### config.mk
export PLATFORM = sky130hd
export DESIGN_NAME = life_engine_flat
export DESIGN_NICKNAME = d
export VERILOG_FILES = /design/src/rtl/life_engine_if.sv /design/src/rtl/life_engine.sv /design/src/flat_wrapper.sv
export SDC_FILE = /design/constraint.sdc
export NUM_CORES = 1
export LEC_CHECK = 0
export ABC_AREA = 1
export CAP_MARGIN = 10
export CORE_MARGIN = 2
export CORE_UTILIZATION = 60
export DETAILED_ROUTE_END_ITERATION = 12
export PLACE_DENSITY = 0.84
export SLEW_MARGIN = 20
export SYNTH_ARGS = -nofsm -noshare
export SYNTH_HDL_FRONTEND = slang
export SYNTH_SLANG_ARGS = --single-unit
### constraint.sdc
create_clock -name clk -period 5.3 [get_ports clk]
set_input_delay 1.06 -clock clk [delete_from_list [all_inputs] [get_ports clk]]
set_output_delay 1.06 -clock clk [all_outputs]
set_load 0.05 [all_outputs]
### src/rtl/life_engine_if.sv
// Bus between the seed/control source and the Game-of-Life core.
// The master side drives the load/run/step controls and the seed. The slave
// side, which is the core, returns the grid, the generation count and status.
interface life_engine_if #(
   parameter int ROWS  = 8,
   parameter int COLS  = 8,
   parameter int GEN_W = 16
);
   logic                   load;
   logic [ROWS*COLS-1:0]   seed;
   logic                   run;
   logic                   step;
   logic [ROWS*COLS-1:0]   grid;
   logic [GEN_W-1:0]       generation;
   logic                   running;
   logic                   done;
   logic                   stable;
   logic                   extinct;

   modport master (
      output load, seed, run, step,
      input  grid, generation, running, done, stable, extinct
   );

   modport slave (
      input  load, seed, run, step,
      output grid, generation, running, done, stable, extinct
   );
endinterface

### src/rtl/life_engine.sv
// Parametrised Conway Game-of-Life core, rule B3/S23, on a ROWS x COLS grid.
// Cell (r,c) is stored in bit r*COLS+c.
// Optional macro WRAP_EN:
//   defined   -> the grid is toroidal (edges wrap around).
//   undefined -> the grid is bounded; cells outside the grid count as dead.
// Modes:
//   step -> advances exactly one generation while IDLE.
//   run  -> free-runs one generation every PERIOD cycles.
// The core halts in DONE when the grid becomes a still life or goes extinct.
module life_engine #(
   parameter int ROWS   = 8,
   parameter int COLS   = 8,
   parameter int PERIOD = 4,
   parameter int GEN_W  = 16
) (
   input  logic          clk,
   input  logic          reset,
   life_engine_if.slave  bus
);

   localparam int CELLS   = ROWS * COLS;
   localparam int IDX_W   = (CELLS > 1) ? $clog2(CELLS) : 1;
   localparam int TIMER_W = (PERIOD > 1) ? $clog2(PERIOD) : 1;
   localparam logic [TIMER_W-1:0] TICK = TIMER_W'(PERIOD - 1);

   typedef enum logic [1:0] {
      IDLE = 2'd0,
      RUN  = 2'd1,
      DONE = 2'd2
   } state_t;

   state_t              state;
   logic [CELLS-1:0]    grid_q;
   logic [CELLS-1:0]    next_grid;
   logic [GEN_W-1:0]    gen_q;
   logic [TIMER_W-1:0]  timer;
   logic                stable;
   logic                extinct;

   // Live-neighbour count (0..8) of cell (r,c).
   // Out-of-grid neighbours either wrap around or are treated as dead.
   function automatic logic [3:0] count_neighbours(
      input logic [CELLS-1:0] g,
      input int               r,
      input int               c
   );
      logic [3:0]       n;
      logic [IDX_W-1:0] idx;
      int               rr;
      int               cc;
      n = '0;
      for (int dr = -1; dr <= 1; dr++) begin
         for (int dc = -1; dc <= 1; dc++) begin
            if (!(dr == 0 && dc == 0)) begin
               rr = r + dr;
               cc = c + dc;
`ifdef WRAP_EN
               rr  = (rr + ROWS) % ROWS;
               cc  = (cc + COLS) % COLS;
               idx = IDX_W'(rr * COLS + cc);
               n   = n + {3'b000, g[idx]};
`else
               if (rr >= 0 && rr < ROWS && cc >= 0 && cc < COLS) begin
                  idx = IDX_W'(rr * COLS + cc);
                  n   = n + {3'b000, g[idx]};
               end
`endif
            end
         end
      end
      return n;
   endfunction

   // Next generation of every cell.
   // A cell is born with exactly 3 neighbours. A live cell survives with 2 or 3.
   always_comb begin
      next_grid = '0;
      for (int r = 0; r < ROWS; r++) begin
         for (int c = 0; c < COLS; c++) begin
            logic [3:0]       n;
            logic [IDX_W-1:0] idx;
            idx = IDX_W'(r * COLS + c);
            n   = count_neighbours(grid_q, r, c);
            next_grid[idx] = (n == 4'd3) || (grid_q[idx] && n == 4'd2);
         end
      end
   end

   assign stable  = (next_grid == grid_q);
   assign extinct = (grid_q == '0);

   // Control FSM with priority reset > load > state action.
   // Only a RUN tick on a still or extinct grid halts into DONE; any other tick
   // applies the next generation.
   always_ff @(posedge clk) begin
      if (reset) begin
         grid_q <= '0;
         gen_q  <= '0;
         timer  <= '0;
         state  <= IDLE;
      end else if (bus.load) begin
         grid_q <= bus.seed;
         gen_q  <= '0;
         timer  <= '0;
         state  <= IDLE;
      end else begin
         case (state)
            IDLE: begin
               if (bus.step) begin
                  grid_q <= next_grid;
                  gen_q  <= gen_q + GEN_W'(1);
               end else if (bus.run) begin
                  timer <= '0;
                  state <= RUN;
               end
            end
            RUN: begin
               if (!bus.run) begin
                  timer <= '0;
                  state <= IDLE;
               end else if (timer == TICK) begin
                  if (stable || extinct) begin
                     state <= DONE;
                  end else begin
                     grid_q <= next_grid;
                     gen_q  <= gen_q + GEN_W'(1);
                     timer  <= '0;
                  end
               end else begin
                  timer <= timer + TIMER_W'(1);
               end
            end
            DONE: begin
               if (!bus.run) begin
                  state <= IDLE;
               end
            end
            default: begin
               timer <= '0;
               state <= IDLE;
            end
         endcase
      end
   end

   assign bus.grid       = grid_q;
   assign bus.generation = gen_q;
   assign bus.running    = (state == RUN);
   assign bus.done       = (state == DONE);
   assign bus.stable     = stable;
   assign bus.extinct    = extinct;

endmodule

### src/flat_wrapper.sv
// flat-port wrapper written by rule: the top's interface ports become plain ports
module life_engine_flat 
#(
   parameter int ROWS   = 8,
   parameter int COLS   = 8,
   parameter int PERIOD = 4,
   parameter int GEN_W  = 16
)
  (clk, reset, bus_load, bus_seed, bus_run, bus_step, bus_grid, bus_generation, bus_running, bus_done, bus_stable, bus_extinct);
  life_engine_if #(.ROWS(ROWS), .COLS(COLS), .GEN_W(GEN_W)) bus_i ();
  input  logic clk;
  input  logic reset;
  input wire logic [$bits(bus_i.load)-1:0] bus_load;
  input wire logic [$bits(bus_i.seed)-1:0] bus_seed;
  input wire logic [$bits(bus_i.run)-1:0] bus_run;
  input wire logic [$bits(bus_i.step)-1:0] bus_step;
  output wire logic [$bits(bus_i.grid)-1:0] bus_grid;
  output wire logic [$bits(bus_i.generation)-1:0] bus_generation;
  output wire logic [$bits(bus_i.running)-1:0] bus_running;
  output wire logic [$bits(bus_i.done)-1:0] bus_done;
  output wire logic [$bits(bus_i.stable)-1:0] bus_stable;
  output wire logic [$bits(bus_i.extinct)-1:0] bus_extinct;
  assign bus_i.load = bus_load;
  assign bus_i.seed = bus_seed;
  assign bus_i.run = bus_run;
  assign bus_i.step = bus_step;
  assign bus_grid = bus_i.grid;
  assign bus_generation = bus_i.generation;
  assign bus_running = bus_i.running;
  assign bus_done = bus_i.done;
  assign bus_stable = bus_i.stable;
  assign bus_extinct = bus_i.extinct;
  life_engine #(.ROWS(ROWS), .COLS(COLS), .PERIOD(PERIOD), .GEN_W(GEN_W)) u_core (.clk(clk), .reset(reset), .bus(bus_i));
endmodule
* After elaboration in Yosys (flattened, before gate mapping)
Cells that the tools add are included.
Storage, ports and cells: register bits 84, bits in latches 0, memory bits (writable) 0, bits in read-only memories 0, bits of input ports 69, output and inout bits 84, word-level logic and storage cells 664, memories 0
Operators by class: add/subtract/negate cells 351, multipliers 0, divide/modulo/power cells 0, $lt $le $gt $ge 0, eq/ne operators 146, shift-type cells 0, multiplexer cells 24, bitwise gates (word level) 1, reductions and logical operators 138
Operators by type and width (count):
- 4-bit by 1-bit adder with 4-bit output | 292
- 4-bit by 2-bit equality test with 1-bit output, second input constant | 128
- 64-bit two-way mux | 5
- 64-bit one-hot mux with 2 select lines | 1
- 1-bit by 1-bit adder with 2-bit output | 57
- 1-bit logical OR | 65
- 64-bit equality test | 1
- 1-bit logical AND | 64
- 64-bit zero test | 1
- 16-bit two-way mux | 4
- 16-bit one-hot mux with 2 select lines | 1
- 2-bit two-way mux | 11
- 16-bit by 1-bit adder with 16-bit output, second input constant | 1
- 5-bit AND reduction | 3
- 2-bit != test, second input constant | 6
- 2-bit one-hot mux with 3 select lines | 2
- 3-bit by 2-bit != test with 1-bit output, second input constant | 3
- 3-bit != test, second input constant | 3
- 2-bit equality test, second input constant | 2
- 4-bit != test, second input constant | 1
- 4-bit AND reduction | 1
- 3-bit nonzero test | 1
- 2-bit by 1-bit adder with 2-bit output, second input constant | 1
- 2-bit by 1-bit equality test with 1-bit output, second input constant | 1
- other kinds (5) | 5

* Logic depth before layout (Yosys ltp)
word-level depth 17, mapped depth 27, mapped depth without buffers 26

* Least setup slack after synthesis
OpenSTA, ideal clock, no wires.
path kind reg2out, from register u_core.grid_q[12] (netlist: u_core.bus.grid[12]), to output port bus_stable, data arrival time 4493 ps, data required time 4240 ps, slack -253 ps, stages on the path, launching flop included 20, path buffers 0, cell sequence dfxtp_1 inv_1 ha_1 inv_1 fa_1 fa_1 inv_1 fa_1 inv_1 fa_1 o21bai_1 nor2_1 nand2_1 nand2_1 nand2_1 nor2_1 nand3_1 nor2_1 nand3_2 inv_1
Between the ends: cells in the longest elaborated chain, start to end 11, elaborated cells between the ends (all ways) 70, those cells by class 35 x add/sub; 17 x eq/ne; 18 x reduce/logical
RTL lines:
- start, declared | line life_engine.sv:33 | logic [CELLS-1:0] grid_q;
- start signal, assigned | line life_engine.sv:102 | grid_q <= bus.seed;
- start signal, assigned | line life_engine.sv:110 | grid_q <= next_grid;
- start signal, assigned | line life_engine.sv:125 | grid_q <= next_grid;
- 1-bit by 1-bit adder with 2-bit output | line life_engine.sv:65 | n = n + {3'b000, g[idx]};
- 4-bit by 1-bit adder with 4-bit output (6 in series) | line life_engine.sv:65
- 4-bit by 2-bit equality test with 1-bit output | line life_engine.sv:84 | next_grid[idx] = (n == 4'd3) || (grid_q[idx] && n == 4'd2);
- 1-bit logical AND | line life_engine.sv:84
- 1-bit logical OR | line life_engine.sv:84
- 64-bit equality test * | line life_engine.sv:89 | assign stable = (next_grid == grid_q);
- end, declared | line flat_wrapper.sv:21 | output wire logic [$bits(bus_i.stable)-1:0] bus_stable;
Mark *: on every way between the ends. The rest lies on a longest branch, timed or not.

* Worst setup path after layout
from register u_core.grid_q[14] (netlist: u_core.bus.grid[14]), to output port bus_stable
The elaborated chain is that of the path after synthesis.

==> tab_implementation.tex <==
\begin{tabular}{lr}
\hline
Metric & Value \\
\hline
\multicolumn{2}{l}{\textbf{Outcome}} \\
Run status & finished, violations left \\
Violations in the final reports & setup timing \\
\multicolumn{2}{l}{\textbf{STA}} \\
Share of the clock period used by the worst path & 1.04 \\
FMAX & 0.181 GHz \\
Worst-Margin Slew & about 1.2 ns \\
Minimum setup slack in the final design & -0.230 ns \\
Final hold violation count & 0 \\
Final setup violation count & 1 \\
Worst Clk Skew & 0.0174 ns \\
Max\_slew headroom & 0.192 \\
Final critical delay including setup and external delays & 5.53 ns \\
RSZ-0062 raised after global routing & true \\
Final max-slew violation count & 0 \\
Min Hold Slack & 0.502 ns \\
\multicolumn{2}{l}{\textbf{Yosys}} \\
Warnings, synthesis & 0 \\
Arithmetic-cell share of the synthesized area counting full adders, half adders and majority gates & 0.426 \\
Number of library cell types mapped by synthesis & 35 \\
Post-synthesis xor/xnor area fraction & 0.00473 \\
Largest family of logic cells by synthesized area & adder cells \\
Leading cell types by total area after synthesis & sky130\_fd\_sc\_hd\_\_fa\_1, sky130\_fd\_sc\_hd\_\_ha\_1, sky130\_fd\_sc\_hd\_\_nand2\_1, sky130\_fd\_sc\_hd\_\_inv\_1, sky130\_fd\_sc\_hd\_\_dfxtp\_1 \\
Mean instance size in the synthesized netlist & approximately 7.3 um\^{}2 \\
Fraction of post-synthesis cell area in the top cell type by area & 0.265 \\
Post-synthesis instance area & 14800 um\^{}2 \\
Number of enable-type register cells in the synthesized netlist & 0 \\
Post-Synth Simple-Gate Area & 0.255 \\
Synth area leader & sky130\_fd\_sc\_hd\_\_fa\_1 \\
Dominant synthesized flop cell & sky130\_fd\_sc\_hd\_\_dfxtp\_1 \\
Synthesized flop and latch total & 84 \\
Multiplexer area fraction after synthesis & 0 \\
Complex-gate fraction of the synthesized area & 0.0616 \\
Sequential element share of the synthesized area & 0.114 \\
Nets in the synthesized netlist & approximately 2500 \\
Async set-reset flop share out of synthesis & 0 \\
Count of mapped cells out of synthesis & 2041 \\
\multicolumn{2}{l}{\textbf{Clocking}} \\
TritonCTS clock tree & built \\
Clock slew at reported path FFs & 0.09 ns \\
Cts bufs inserted & 9 \\
Clock tree root driver cell & sky130\_fd\_sc\_hd\_\_clkbuf\_16 \\
Clock Path Buffers & 2 \\
Clk Latency, worst-skew pair & 0.37 ns \\
Hold buffers post-CTS & 0 \\
Depth of the CTS H-tree & 3 \\
CTS sink count & 84 \\
\multicolumn{2}{l}{\textbf{Cells and area}} \\
Signed area change from the synthesized netlist to the final layout & 21.3\% \\
Most frequent standard cell in the layout excluding fill and tap cells & sky130\_fd\_sc\_hd\_\_nand2\_1 \\
Net count of the finished layout & approximately 2700 \\
Layout cells sized above 1 & 0.105 \\
Count of fill cells added during filler insertion & 1835 \\
Antenna fix cells & 0 \\
Most used cells in the layout excluding fill and tap cells & sky130\_fd\_sc\_hd\_\_nand2\_1, sky130\_fd\_sc\_hd\_\_inv\_1, sky130\_fd\_sc\_hd\_\_fa\_1, sky130\_fd\_sc\_hd\_\_ha\_1, sky130\_fd\_sc\_hd\_\_nor2\_1 \\
Final cell area excluding filler cells & 18000 um\^{}2 \\
\multicolumn{2}{l}{\textbf{Power and ir drop}} \\
Clock power share & 0.140 \\
P per Cell Area & 272 nW/um\^{}2 \\
Fraction of power spent switching nets & 0.523 \\
Net switching power & 2.55 mW \\
Pleak & a little over 9 nW \\
Sequential cell fraction of total power & 0.158 \\
Peak ir drop on the vdd network & between 100 and 150 uV \\
Combinational Power Share & 0.703 \\
P\_int & between 2 and 2.5 mW \\
\multicolumn{2}{l}{\textbf{GRT}} \\
Antenna violations before repair & 1 \\
Met3 track utilization from global routing & 0.0699 \\
Top Usage Layer GRT & met2 \\
Via count of the first global-routing pass & 14900 \\
GRT overflow & 0 \\
Global-route usage over all layers & 0.375 \\
Met1 track demand over resource & 0.460 \\
Wire length of the first global-routing pass & 76.0 mm \\
Met2 usage & 0.631 \\
Maximum number of pins on one net before global-route repair & 57 \\
\multicolumn{2}{l}{\textbf{Placement}} \\
GPL Wtd Cong & 1.02 \\
Pre-CTS WS & -0.0151 ns \\
Port buffer count & 152 \\
Cell area after placement & roughly 17000 um\^{}2 \\
Placed wire-length estimate after detailed placement & about 37 mm \\
\multicolumn{2}{l}{\textbf{Detailed routing}} \\
Number of remaining DRC errors & 0 \\
Count of TritonRoute iterations in the first routing pass & 7 \\
DRC violation total after the first TritonRoute iteration & 1484 \\
Via count & 14900 \\
Number of vias per cell after detailed routing & 5.72 \\
Antenna Nets Post-Route & 0 \\
Routed length per instance & 18.6 um \\
Routed WL & 48.5 mm \\
\multicolumn{2}{l}{\textbf{Worst setup path}} \\
Slack of the worst reg-to-reg path & 0.18 ns \\
Required time of the critical path & 4.24 ns \\
Cell count of the worst reg-to-reg path & 22 \\
Max FO, Critical Path & 8 \\
Startpoint types & flop \\
Reg2reg start & u\_core.bus.grid[14] \\
Critical path class & flop to output port \\
Kind of capture point of the worst setup path & output port \\
Data arrival at the endpoint of the critical path & $\sim$4.5 ns \\
Reg-to-Reg End & u\_core.bus.grid[47] \\
\multicolumn{2}{l}{\textbf{Job}} \\
Max Cap Viol & 0 \\
\multicolumn{2}{l}{\textbf{Floorplan}} \\
Horizontal die dimension & 161 um \\
Site Rows & 57 \\
Top-level port count & $\sim$150 \\
Initial core utilization & 0.611 \\
Die Y & 161 um \\
Standard cell core area & about 24000 um\^{}2 \\
Die area & $\sim$26000 um\^{}2 \\
\multicolumn{2}{l}{\textbf{Worst hold path}} \\
Number of cells on the worst hold path & 2 \\
Worst min-delay path startpoint & u\_core.timer[1] \\
Class of the tightest hold or removal check & flop to flop \\
Hold path endpoint & u\_core.timer[1] \\
\hline
\end{tabular}
how the worst max path moves through the flow:
stage | start | depth (start not counted) | to
6_report | u_core.bus.grid[14] | 19 | bus_stable
5_1_grt | u_core.bus.grid[14] | 19 | bus_stable
4_1_cts | u_core.bus.grid[12] | 20 | bus_stable
3_5_place_dp | u_core.bus.grid[34] | 19 | bus_stable
3_3_place_gp | u_core.bus.grid[14] | 19 | bus_stable
2_1_floorplan | u_core.bus.grid[40] | 18 | bus_stable
area by class of cell:
cell class,count,area [um^2],area share
Multi-Input combinational cell,1430,11200,0.622
Timing Repair Buffer,275,2490,0.139
Inverter,477,1820,0.101
Sequential cell,84,1780,0.0992
Tap cell,324,405,0.0226
Clock buffer,9,225,0.0125
Clock inverter,7,76.3,0.00425
critical path, cell delays in order (launching register included):
cell and delay (ns):
sky130_fd_sc_hd__dfxtp_4 0.39, sky130_fd_sc_hd__ha_1 0.27, sky130_fd_sc_hd__inv_1 0.08, sky130_fd_sc_hd__fa_1 0.43, sky130_fd_sc_hd__fa_1 0.50, sky130_fd_sc_hd__inv_1 0.05, sky130_fd_sc_hd__fa_1 0.39, sky130_fd_sc_hd__inv_1 0.08
sky130_fd_sc_hd__fa_1 0.43, sky130_fd_sc_hd__o21bai_1 0.19, sky130_fd_sc_hd__nor2_1 0.19, sky130_fd_sc_hd__nand2_1 0.11, sky130_fd_sc_hd__nand2_1 0.07, sky130_fd_sc_hd__nand2_1 0.07, sky130_fd_sc_hd__a21oi_2 0.19, sky130_fd_sc_hd__nand3_2 0.14
sky130_fd_sc_hd__nor2_4 0.16, sky130_fd_sc_hd__nand3_2 0.13, sky130_fd_sc_hd__inv_2 0.10, sky130_fd_sc_hd__buf_12 0.13
synthesized netlist by cell type (2+ instances only):
cell and instances:
sky130_fd_sc_hd__dfxtp_1 84, sky130_fd_sc_hd__a21oi_1 79, sky130_fd_sc_hd__fa_1 196, sky130_fd_sc_hd__nor3b_2 8, sky130_fd_sc_hd__nor3_1 9, sky130_fd_sc_hd__o21ai_0 59, sky130_fd_sc_hd__ha_1 191, sky130_fd_sc_hd__nor4_1 5
sky130_fd_sc_hd__xnor2_1 4, sky130_fd_sc_hd__nand4_1 86, sky130_fd_sc_hd__o31ai_1 12, sky130_fd_sc_hd__buf_6 2, sky130_fd_sc_hd__nand3b_1 15, sky130_fd_sc_hd__o21bai_1 12, sky130_fd_sc_hd__inv_2 6, sky130_fd_sc_hd__inv_1 470
sky130_fd_sc_hd__buf_8 2, sky130_fd_sc_hd__nand3_1 88, sky130_fd_sc_hd__nor2_1 181, sky130_fd_sc_hd__nand3_4 2, sky130_fd_sc_hd__xor2_1 4, sky130_fd_sc_hd__buf_4 3, sky130_fd_sc_hd__clkbuf_1 33, sky130_fd_sc_hd__buf_1 2
sky130_fd_sc_hd__nand2_1 472, sky130_fd_sc_hd__buf_2 7
power by group through the flow:
stage / clock network (mW) / registers (mW) / logic [mW]
3_5_place_dp: 0 / 0.790 / 3.17
2_1_floorplan: 0 / 0.979 / 1.98
3_3_place_gp: 0 / 0.788 / 3.02
5_1_grt: 0.711 / 0.776 / 3.84
6_report: 0.682 / 0.769 / 3.43
4_1_cts: 0.685 / 0.772 / 3.25
metrics by stage:
stage / setup TNS, ns / instances / power [mW] / utilization
5_1_grt: -0.454 / 2606 / 5.33 / 0.741
3_3_place_gp: 0 / 2553 / 3.80 / 0.708
2_1_floorplan: 0 / 2041 / 2.95 / -
4_1_cts: -0.127 / 2581 / 4.71 / 0.728
3_5_place_dp: -0.0151 / 2553 / 3.96 / 0.708
6_report: -0.230 / 2606 / 4.88 / 0.741
cells by family (layout without fill, tap and decap cells):
| group | after synthesis | after routing |
|---|---|---|
| adders and majority gates | 387 | 387 |
| and+or+nand+nor | 868 | 868 |
| buffers and inverters | 527 | 768 |
| AOI/OAI and AO/OA | 167 | 167 |
| DFF | 84 | 84 |
| xor gates and xnor gates | 8 | 8 |
layer usage:
| layer | vias up | share of wire |
|---|---|---|
| met5 | - | 0 |
| met2 | 816 | 0.47 |
| met3 | 203 | 0.093 |
| li1 | 6767 | - |
| met4 | 0 | 0.060 |
| met1 | 7113 | 0.38 |
flip-flops by register name, summed over array words and instances, names as in the netlist:
| signal | count |
|---|---|
| u_core.bus.grid | 64 |
| u_core.bus.generation | 16 |
| u_core.state | 2 |
| u_core.timer | 2 |
repair_timing:
action / in CTS / in global routing
pin swaps: 13 / 27
setup buffers: 12 / 25
setup endpoints to repair: 1 / 5
resized for setup: 31 / 47
No activity file was read; power rests on OpenSTA's default activity.
